<file path="config.mk">
export PLATFORM = sky130hd
export DESIGN_NAME = flag_cond_unit
export DESIGN_NICKNAME = d
export VERILOG_FILES = /design/src/rtl/flag_cond_unit_pkg.sv /design/src/rtl/flag_cond_eval.sv /design/src/rtl/flag_cond_unit.sv
export SDC_FILE = /design/constraint.sdc
export NUM_CORES = 1
export LEC_CHECK = 0
export ABC_AREA = 0
export BUFFER_PORTS_ARGS = -buffer_cell sky130_fd_sc_hd__buf_2
export CAP_MARGIN = 30
export CELL_PAD_IN_SITES_DETAIL_PLACEMENT = 0
export CELL_PAD_IN_SITES_GLOBAL_PLACEMENT = 1
export CORE_AREA = 10 10 67 96
export CTS_CLUSTER_SIZE = 20
export DETAILED_ROUTE_END_ITERATION = 7
export DIE_AREA = 0 0 77 106
export PLACE_DENSITY = 0.7
export SYNTH_ARGS = -nofsm -noshare
export SYNTH_HDL_FRONTEND = slang
export SYNTH_HIERARCHICAL = 1
export SYNTH_SLANG_ARGS = --single-unit
</file>
<file path="constraint.sdc">
create_clock -name clk -period 3.1 [get_ports clk]
set_input_delay 0.62 -clock clk [delete_from_list [all_inputs] [get_ports clk]]
set_output_delay 0.62 -clock clk [all_outputs]
set_load 0.01 [all_outputs]
</file>
<file path="src/rtl/flag_cond_unit_pkg.sv">
// Shared flag bit positions and condition-code encodings for the flag/condition unit.
package flag_cond_unit_pkg;

  localparam int FLAG_W = 5;
  localparam int FLAG_C = 4;
  localparam int FLAG_L = 3;
  localparam int FLAG_F = 2;
  localparam int FLAG_N = 1;
  localparam int FLAG_Z = 0;

  typedef enum logic [3:0] {
    CC_EQ  = 4'd0,
    CC_NE  = 4'd1,
    CC_GE  = 4'd2,
    CC_CS  = 4'd3,
    CC_CC  = 4'd4,
    CC_HI  = 4'd5,
    CC_LS  = 4'd6,
    CC_LO  = 4'd7,
    CC_HS  = 4'd8,
    CC_GRT = 4'd9,
    CC_LE  = 4'd10,
    CC_FS  = 4'd11,
    CC_FC  = 4'd12,
    CC_LT  = 4'd13,
    CC_UC  = 4'd14,
    CC_AT  = 4'd15
  } cond_code_e;

endpackage

</file>
<file path="src/rtl/flag_cond_eval.sv">
// Combinational predicate: one 4-bit condition code against the five flags.
module flag_cond_eval
  import flag_cond_unit_pkg::*;
(
  input  logic [3:0]        code_i,
  input  logic [FLAG_W-1:0] flags_i,
  output logic              met_o
);

  logic c, l, f, n, z;

  always_comb begin
    c = flags_i[FLAG_C];
    l = flags_i[FLAG_L];
    f = flags_i[FLAG_F];
    n = flags_i[FLAG_N];
    z = flags_i[FLAG_Z];
    met_o = 1'b0;
    case (code_i)
      CC_EQ:   met_o = z;
      CC_NE:   met_o = ~z;
      CC_GE:   met_o = n | z;
      CC_CS:   met_o = c;
      CC_CC:   met_o = ~c;
      CC_HI:   met_o = l;
      CC_LS:   met_o = ~l;
      CC_LO:   met_o = ~(l & z);
      CC_HS:   met_o = ~(l | z);
      CC_GRT:  met_o = n;
      CC_LE:   met_o = ~n;
      CC_FS:   met_o = f;
      CC_FC:   met_o = ~f;
      CC_LT:   met_o = ~(n & z);
      CC_UC:   met_o = 1'b0;
      CC_AT:   met_o = 1'b1;
      default: met_o = 1'b0;
    endcase
  end

endmodule

</file>
<file path="src/rtl/flag_cond_unit.sv">
// Architectural flag register with a LIFO save stack for interrupt entry/exit and
// NUM_CH independent registered condition evaluators fed by forwarded next-flags.
module flag_cond_unit
  import flag_cond_unit_pkg::*;
#(
  parameter int NUM_CH      = 2,
  parameter int STACK_DEPTH = 4
) (
  input  logic                  clk,
  input  logic                  reset,
  input  logic [FLAG_W-1:0]     flag_we,
  input  logic [FLAG_W-1:0]     flag_in,
  input  logic                  push,
  input  logic                  pop,
  input  logic [4*NUM_CH-1:0]   cond_code,
  input  logic [NUM_CH-1:0]     cond_valid,
  output logic [NUM_CH-1:0]     code_met,
  output logic [NUM_CH-1:0]     met_valid,
  output logic [FLAG_W-1:0]     flags,
  output logic                  stack_full,
  output logic                  stack_empty,
  output logic                  stack_err
);

  localparam int IDXW = (STACK_DEPTH > 1) ? $clog2(STACK_DEPTH) : 1;
  localparam int CW   = IDXW + 1;

  logic [FLAG_W-1:0] flags_q, flags_d;
  logic [FLAG_W-1:0] stack_q [STACK_DEPTH];
  logic [CW-1:0]     count_q, count_d;
  logic              err_q, err_d;
  logic [NUM_CH-1:0] met_q, met_d, vld_q, met_w;
  logic              push_do, pop_do, bad_op;
  logic [IDXW-1:0]   top_idx, wr_idx;

  assign stack_empty = (count_q == '0);
  assign stack_full  = (count_q == CW'(STACK_DEPTH));

  // Simultaneous push and pop cancel out: no stack motion and no error.
  assign push_do = push & ~pop & ~stack_full;
  assign pop_do  = pop & ~push & ~stack_empty;
  assign bad_op  = (push & ~pop & stack_full) | (pop & ~push & stack_empty);

  assign top_idx = IDXW'(count_q - CW'(1));
  assign wr_idx  = IDXW'(count_q);

  always_comb begin
    flags_d = pop_do ? stack_q[top_idx] : ((flag_we & flag_in) | (~flag_we & flags_q));
    count_d = count_q;
    if (push_do)
      count_d = count_q + CW'(1);
    else if (pop_do)
      count_d = count_q - CW'(1);
    err_d = err_q | bad_op;
  end

  // Evaluators see flags_d so a request sees the update landing on the same edge.
  for (genvar i = 0; i < NUM_CH; i++) begin : g_ch
    flag_cond_eval u_eval (
      .code_i  (cond_code[4*i +: 4]),
      .flags_i (flags_d),
      .met_o   (met_w[i])
    );
  end

  assign met_d = met_w & cond_valid;

  always_ff @(posedge clk or posedge reset) begin
    if (reset) begin
      flags_q <= '0;
      count_q <= '0;
      err_q   <= 1'b0;
      met_q   <= '0;
      vld_q   <= '0;
    end else begin
      flags_q <= flags_d;
      count_q <= count_d;
      err_q   <= err_d;
      met_q   <= met_d;
      vld_q   <= cond_valid;
    end
  end

  // Stack storage is left uninitialised; count alone defines what is live.
  always_ff @(posedge clk) begin
    if (push_do)
      stack_q[wr_idx] <= flags_q;
  end

  assign flags     = flags_q;
  assign stack_err = err_q;
  assign code_met  = met_q;
  assign met_valid = vld_q;

endmodule

</file>
* Word-level counts from Yosys, hierarchy flattened
Memory sizes are Yosys's and may differ from the RTL's. Cells that the tools add are included.
Operators by class: add/sub/neg operators 2, equal/unequal tests 31, muxes and demuxes 7, bitwise gates (word level) 29, reduce and logical (&&, ||, !) cells 4
Operators by type and width (count):
- $eq 4x4->1 const B | 16
- $eq 4x3->1 const B | 8
- $pmux 1 s16 | 2
- $eq 4x2->1 const B | 4
- $not 1->1 | 12
- $and 5x5->5 | 2
- $and 1x1->1 | 8
- $eq 4x1->1 const B | 2
- $logic_not 4->1 | 2
- $mux 3 | 2
- $mux 5 | 1
- $not 5->5 | 1
- $or 5x5->5 | 1
- $or 1x1->1 | 4
- $add 3x1->3 const B | 1
- $eq 3x3->1 const B | 1
- $logic_not 3->1 | 1
- $sub 3x1->3 const B | 1
- $and 2x2->2 | 1
- $mux 1 | 2
- $reduce_bool 2->1 | 1
Word-level totals: register bits after elaboration 13, bits in writable memories 20, input port bits 24, output and inout bits 12, word-level logic and storage cells 79, memories 1
Memory list:
- stack_q | words 4, width 5, read ports 1, clocked after memory_dff 0, wr ports 1, line flag_cond_unit.sv:29 | logic [FLAG_W-1:0] stack_q [STACK_DEPTH];

* Longest topological paths before layout
Gate-level depths: netlist of run 1.
depth after elaboration 8, mapped depth 14, mapped depth without buffers 12

* Hierarchy
Netlist of run 1, hierarchy kept.
By module, submodules not included:
- flag_cond_unit | instances 1, cells an instance 87, area an instance 1408.9 µm²
- flag_cond_eval | instances 2, cells an instance 29, area an instance 185.2 µm²

* Least setup slack after synthesis of run 1
Ideal clock, no wire load.
kind register to register, from register count_q[0], to register met_q[0], in the netlist code_met[0], arrival 2828 ps, required time 2981 ps, path slack 153 ps, stages on the path, launching flop included 14, buffers on the path 2, path through dfrtp_1 > buf_2 > inv_1 > ha_1 > ha_1 > nor3b_4 > buf_2 > o21ai_0 > o21a_1 > o211ai_2 > a21oi_2 > a311oi_1 > a31oi_1 > and2_1
On the way: longest elaborated chain between the ends 8, elaborated cells on any way between the ends 20, those cells by class 1 x add/sub; 2 x mux; 15 x bitwise; 1 x reduce/logical; 1 x memory
RTL lines:
- start, declared | line flag_cond_unit.sv:30 | logic [CW-1:0] count_q, count_d;
- start signal, assigned | line flag_cond_unit.sv:77 | count_q <= count_d;
- $logic_not 3->1 (*) | line flag_cond_unit.sv:36 | assign stack_empty = (count_q == '0);
- named net stack_empty | line flag_cond_unit.sv:21 | output logic stack_empty,
- $not 1->1 (*) | line flag_cond_unit.sv:41 | assign pop_do = pop & ~push & ~stack_empty;
- $and 1x1->1 (*) | line flag_cond_unit.sv:41
- $mux 5 (*) | line flag_cond_unit.sv:48 | flags_d = pop_do ? stack_q[top_idx] : ((flag_we & flag_in) | (~flag_we & flags_q));
- named net flags_d[0] | line flag_cond_unit.sv:28 | logic [FLAG_W-1:0] flags_q, flags_d;
- $and 1x1->1 (tied with other cells) | line flag_cond_eval.sv:33 | CC_LT: met_o = ~(n & z);
- $not 1->1, on equally long branches | line flag_cond_eval.sv:33, flag_cond_eval.sv:27, flag_cond_eval.sv:28
- $pmux 1 s16 (*) | line flag_cond_eval.sv:19 | case (code_i)
- named net met_w[0] | line flag_cond_unit.sv:32 | logic [NUM_CH-1:0] met_q, met_d, vld_q, met_w;
- $and 2x2->2 (*) | line flag_cond_unit.sv:66 | assign met_d = met_w & cond_valid;
- named net met_d[0] | line flag_cond_unit.sv:32
- end signal, assigned | line flag_cond_unit.sv:79 | met_q <= met_d;
- end, declared | line flag_cond_unit.sv:32
The timed path passes the listed nets; every way through them passes the cells marked *. A chain may end at the register's enable or synchronous reset.

* Worst setup path in the final report of run 1
from register count_q[1], to register met_q[1], in the netlist code_met[1]
On the way: elaborated cells on any way between the ends 20, those cells by class 1 x add/sub; 2 x mux; 15 x bitwise; 1 x reduce/logical; 1 x memory
RTL lines:
- branches (longest 3 deep; another with $mem_v2 4x5)
- $mux 5 (*) | line flag_cond_unit.sv:48
- named net flags_d[2] | line flag_cond_unit.sv:28
- $not 1->1 | line flag_cond_eval.sv:32 | CC_FC: met_o = ~f;
- $pmux 1 s16 (*) | line flag_cond_eval.sv:19
- named net met_w[1] | line flag_cond_unit.sv:32
- $and 2x2->2 (*) | line flag_cond_unit.sv:66
- named net met_d[1] | line flag_cond_unit.sv:32
Mark *: on every way through the listed nets, which the timed path passes.

==> results.cfg, run 1 <==
[run_status]
outcome = complete, no violations

[critical_path]
critPathMaxFanout = 10
timing.rr.end = code_met[1]
worstSetupPathType = flop to flop
endpoint_kind = flop
cp_common_cell = ha_1
critPathSlowestCell = o21ai_0
critPathLaunchType = flop
crit_required_ns = 3.27
worstReg2RegStart = count_q[1]
r2r_setup_slack_ns = 0.24
crit_path_cell_trace = inv_1 -> ha_1 -> ha_1 -> nor3b_4 -> buf_4 -> o21ai_0 -> nor2_1 -> o211ai_1 -> a21oi_2 -> a311oi_1 -> a31oi_1 -> and2_1
ff2ff_path_depth = 12
crit_arrival_ns = 3.02
critPathMaxStageDelay_ns = 0.59

[sta]
period_minus_slack_ns = 2.86
rsz0062_at_grt = false
tns_ns = 0
setup_violations = 0
slew_headroom_pct = 51.6
tightest_slew_ns = 0.718
finalClockSkew_ns = 0.00374
fin_crit_sh_pct = 92.2
maxSlewViolCount = 0
final_hold_viol_count = 0
max_freq_ghz = 0.350

[final_layout]
fin_nets = 218
drive_above_1_share_pct = 35.4
antenna_cells = 0
instances_no_fill = 255
areaGrowthSynthToFinish_pct = 20.5

[clocking]
cts_tree = done
clock_path_buffers = 2
h-tree-depth = 2
clock_latency_ns = 0.27
cts_resized = 0
hold_buffers = 0
cts_buffers = 5
cts.root.buffer_cell = clkbuf_8
clk_pin_slew_worst_paths_ns = 0.06
numClockSinks = 33
cts_setup_buffers = 0

[yosys]
syn_avg_cell_area_um2 = 12.3
netlist.area_leader.share_pct = 33.8
yosysWarningCount = 6
synth.area.top_cells = edfxtp_1, dfrtp_1, mux4_2
syn-cell-area_um2 = 1780
synthArstFlopShare_pct = 39.4
ys_ff_latch = 33
ys_types = 35
synthesis.nets = 175
synth.largest_area_cell = edfxtp_1
synth_edf_count = 20
seq_area_frac_synth_pct = 52.0
synth_ff_type = edfxtp_1
syn-instance-count = 145

[routing]
first_pass_iters = 4
drt_wl_total_mm = 3.95
wl_per_cell_um = 15.5
vias = 1275
drt_drc_violations_left = 0
drtIter0Drc = 33
avgViaCountPerCell = 5.00
drtAntennaViolNets = 0

[placement]
numPortBuffers = 35
place_congestion = 0.834
dpl.hpwl_mm = 3.20
dp_cells = 247

[min_path]
min_path_type = input port to async pin

[grt]
grt_pass1_wl_mm = 6.33
track_usage_pct = 9.66
grt_overflow = 0
grt_pass1_vias = 1341
antenna_found_initial = 0
grt_max_degree = 14

[pwr]
peakVddDrop_mv = 0.191
leakagePower_nw = 0.886
power-per-cell-area_nw_per_um2 = 746

[flow_run]
maxCapViolations = 0

[floorplanning]
die_w_um = 77
dieArea_um2 = 8160
ios = 36
start_util_pct = 37.3
core_um2 = 4770
num_rows = 31
die_y_um = 106
==> through the flow <==
stage	area (um^2)	total power, mW	worst slack (ns)	util [%]	hold WS (ns)
6_report	2140	1.60	0.242	44.9	0.379
5_1_grt	2140	1.70	0.0191	44.9	0.420
4_1_cts	2140	1.62	0.216	44.9	0.406
3_5_place_dp	2040	1.27	0.233	42.8	0.459
3_3_place_gp	2040	1.26	0.323	42.8	0.454
2_1_floorplan	1780	1.05	0.153	-	0.497
==> final cells by class <==
cell class	count	area, um^2
clock inverter	1	5.00
inverter	9	33.8
multi-input combinational	99	787
tap	66	82.6
fill	457	2630
sequential	33	926
timing repair buffer	40	213
clock buffer	7	96.3
==> cell usage after synthesis, types with 3 or more instances <==
| cell | instances |
|---|---|
| dfrtp_1 | 13 |
| mux4_2 | 5 |
| and2_2 | 4 |
| nand2_1 | 9 |
| nor3_1 | 4 |
| o21ai_0 | 8 |
| a21oi_1 | 4 |
| nor2_1 | 9 |
| nor2b_1 | 4 |
| o211ai_1 | 3 |
| ha_1 | 6 |
| o21ai_1 | 5 |
| edfxtp_1 | 20 |
| inv_1 | 9 |
| mux2i_1 | 8 |
==> registers in the layout, indices dropped and copies added (netlist names) <==
register   count
code_met       2
count_q        3
flags          5
met_valid      2
stack_err      1
stack_q       20
==> routing by layer <==
layer | up-vias | track usage (%) | wire length, um
met3 | 4 | 2.70 | 164
met5 | - | 0 | 0
met4 | 0 | 4.32 | 56
li1 | 618 | - | -
met1 | 621 | 9.69 | 1550
met2 | 32 | 18.0 | 2190
==> cells by family (layout without fill, tap and decap cells) <==
family,count (synthesis),in the layout,synth area share (%)
AND/OR/NAND/NOR,46,46,16.1
XOR/XNOR,1,1,0.492
buffers and inverters,13,57,3.73
adder cells (fa/ha/maj),6,6,4.22
AO/OA/AOI/OAI,33,33,12.6
multiplexers,13,13,10.8
flip-flops,33,33,52.0
==> power by group <==
| group | switching, mW | internal, mW | total (mW) | leakage (nW) |
|---|---|---|---|---|
| combinational | 0.326 | 0.287 | 0.613 | 0.497 |
| clock | 0.145 | 0.200 | 0.345 | 0.0542 |
| sequential | 0.0595 | 0.581 | 0.641 | 0.335 |
| total | 0.530 | 1.07 | 1.60 | 0.886 |
==> worst max-delay path, delay by kind of cell, from the launching register on <==
kind / cells / cell delay (ns)
adders and majority gates: 2 / 0.44
DFF: 1 / 0.41
AOI/OAI and AO/OA: 5 / 1.25
buffers and inverters: 2 / 0.31
and+or+nand+nor: 3 / 0.32
==> placed cells by master, fill, tap and decap left out, types with 6 or more instances in the layout <==
cell type	n
o21ai_0	8
edfxtp_1	20
mux2i_1	8
nand2_1	9
dfrtp_1	13
buf_2	35
clkbuf_8	7
inv_1	9
ha_1	6
nor2_1	9
==> worst max path at each step <==
stage,endpoint,start
6_report,code_met[1],count_q[1]
5_1_grt,code_met[1],count_q[1]
4_1_cts,code_met[0],count_q[1]
3_5_place_dp,code_met[0],count_q[1]
3_3_place_gp,code_met[0],count_q[1]
2_1_floorplan,code_met[0],count_q[0]
Note: power is estimated with default switching activity, not from simulation.
==> run 2, diff against run 1 <==
- CORE_AREA: 10 10 67 96 -> 10 10 64 92
- DIE_AREA: 0 0 77 106 -> 0 0 74 102
- PLACE_DENSITY: 0.7 -> 0.74
- clock period: 3.1 -> 2.9 ns (I/O delays scaled with it)
==> run 2 against run 1 <==
Net effect:
- setup slack worse by 0.023 ns
- clock skew is 0.0023 ns higher
- power is 13% higher
- sequential share of layout area is 0.52 points lower
- die area is 7.5% lower
- register-to-register slack worse by 0.02 ns
- global-route usage is 1.6 points higher
- via count is 1.9% higher
- first-iteration DRC count is 110% higher
- final cell count is 6.3% lower
==> results.cfg, run 2 (synthesis gave the netlist of run 1 again) <==
[grt]
track_usage_pct = 11.3
grt_overflow = 0
grt_pass1_vias = 1404
antenna_found_initial = 0
grt_max_degree = 14
grt_pass1_wl_mm = 6.58

[critical_path]
endpoint_kind = flop
critPathMaxFanout = 11
critPathMaxStageDelay_ns = 0.37
worstReg2RegStart = count_q[1]
critPathSlowestCell = dfrtp_1
r2r_setup_slack_ns = 0.22
path_buf_inv = 3
cp_top_family = compound AO/OA/AOI/OAI gates
critPathCapture = code_met[0]
ff2ff_path_depth = 13
crit_required_ns = 3.07
cp.depth = 13
worstSetupPathType = flop to flop
cp_common_cell = ha_1
critPathLaunchType = flop
crit_path_cell_trace = inv_1 -> ha_1 -> ha_1 -> nor3b_4 -> buf_6 -> o21ai_0 -> buf_4 -> o21a_1 -> o211ai_2 -> a21oi_2 -> a311oi_1 -> a31oi_1 -> and2_1
crit_arrival_ns = 2.85
timing.rr.end = code_met[0]
crit_start = count_q[1]

[clocking]
cts_tree = done
clock_latency_ns = 0.28
clock_path_buffers = 2
clk_pin_slew_worst_paths_ns = 0.07
cts_buffers = 5
numClockSinks = 33
h-tree-depth = 2
cts.root.buffer_cell = clkbuf_8

[pwr]
seqPwrFrac_pct = 37.6
netSwitchingPower_mw = 0.592
intPower_mw = 1.21
swShare_pct = 32.8
power-per-cell-area_nw_per_um2 = 830
peakVddDrop_mv = 0.608
leakagePower_nw = 0.908
p_total_mw = 1.80
p_clk_share_pct = 23.6
p_comb_share_pct = 38.8

[routing]
wl_per_cell_um = 16.9
avgViaCountPerCell = 5.44
drt_drc_violations_left = 0
drt_wl_total_mm = 4.05
vias = 1299
drtAntennaViolNets = 0
drtIter0Drc = 69
first_pass_iters = 4

[placement]
dpl.hpwl_mm = 3.20
numPortBuffers = 35
place_congestion = 0.784
postPlaceCellArea_um2 = 2020

[sta]
maxSlewViolCount = 0
period_minus_slack_ns = 2.68
fin_crit_sh_pct = 92.4
final_hold_viol_count = 0
setup_violations = 0
tightest_slew_ns = 0.548
finalClockSkew_ns = 0.00608
rsz0062_at_grt = false
holdWs_ns = 0.332
tns_ns = 0
slew_headroom_pct = 63.5
max_freq_ghz = 0.373

[final_layout]
fin_nets = 222
final_util_pct = 51.1
drive_above_1_share_pct = 37.3
final_common_cell = buf_2
regMostFlops = stack_q
layout_common_cells = buf_2, edfxtp_1, dfrtp_1
areaGrowthSynthToFinish_pct = 21.9
largest_reg_flops = 20
stdcell_area_um2 = 2170
antenna_cells = 0

[flow_run]
maxCapViolations = 0

[floorplanning]
die_w_um = 74
num_rows = 29
die_y_um = 102
core_um2 = 4250
ios = 36
dieArea_um2 = 7550
start_util_pct = 41.9

[run_status]
outcome = complete, no violations

[min_path]
min_path_type = input port to async pin
[run 2: layout make-up]
class	instances	area (um^2)
Tap cell	46	57.6
Clock inverter	3	46.3
Inverter	9	33.8
Clock buffer	5	68.8
Fill cell	371	2080
Sequential cell	33	926
Timing Repair Buffer	44	246
Multi-Input combinational cell	99	791
[run 2: worst register-to-register path, delay by kind of cell (launching register included)]
family	cells	cell delay (ns)
AO/OA/AOI/OAI	6	0.89
adder cells (fa/ha/maj)	2	0.43
buffers and inverters	3	0.46
AND/OR/NAND/NOR	2	0.40
flip-flops	1	0.37
[run 2: routing by layer]
layer | track usage [%] | vias to the layer above | part of all wire (%)
met2 | 21.1 | 35 | 56
met5 | 0 | - | 0
met3 | 3.10 | 8 | 4.8
met1 | 10.8 | 624 | 37
li1 | - | 632 | -
met4 | 5.47 | 0 | 2.1
[run 2: worst min path at each step]
stage,cells past startpoint,endpoint
after CTS,2,flags[4]
final,2,count_q[2]
after global routing,2,count_q[2]
after detailed placement,1,stack_err
after global placement,1,stack_err
after floorplan,1,code_met[0]
[run 2: stage by stage]
stage               setup WS, ns  std cells
CTS                        0.122        235
global placement           0.217        227
floorplan                 0.0548        145
detailed placement         0.154        227
finish                     0.219        239
global route              0.0423        239
[run 2: timing repair]
| action | 4_1_cts | 5_1_grt |
|---|---|---|
| setup endpoints to repair | 0 | 2 |
| hold buffers | 0 | 0 |
| resized for setup | 0 | 3 |
| buffers inserted | 0 | 4 |
[run 2: power groups by stage]
stage / combinational (mW) / sequential, mW / clock, mW
floorplan: 0.425 / 0.697 / 0
global placement: 0.665 / 0.682 / 0
detailed placement: 0.670 / 0.689 / 0
CTS: 0.680 / 0.680 / 0.432
global route: 0.776 / 0.690 / 0.457
finish: 0.699 / 0.677 / 0.425
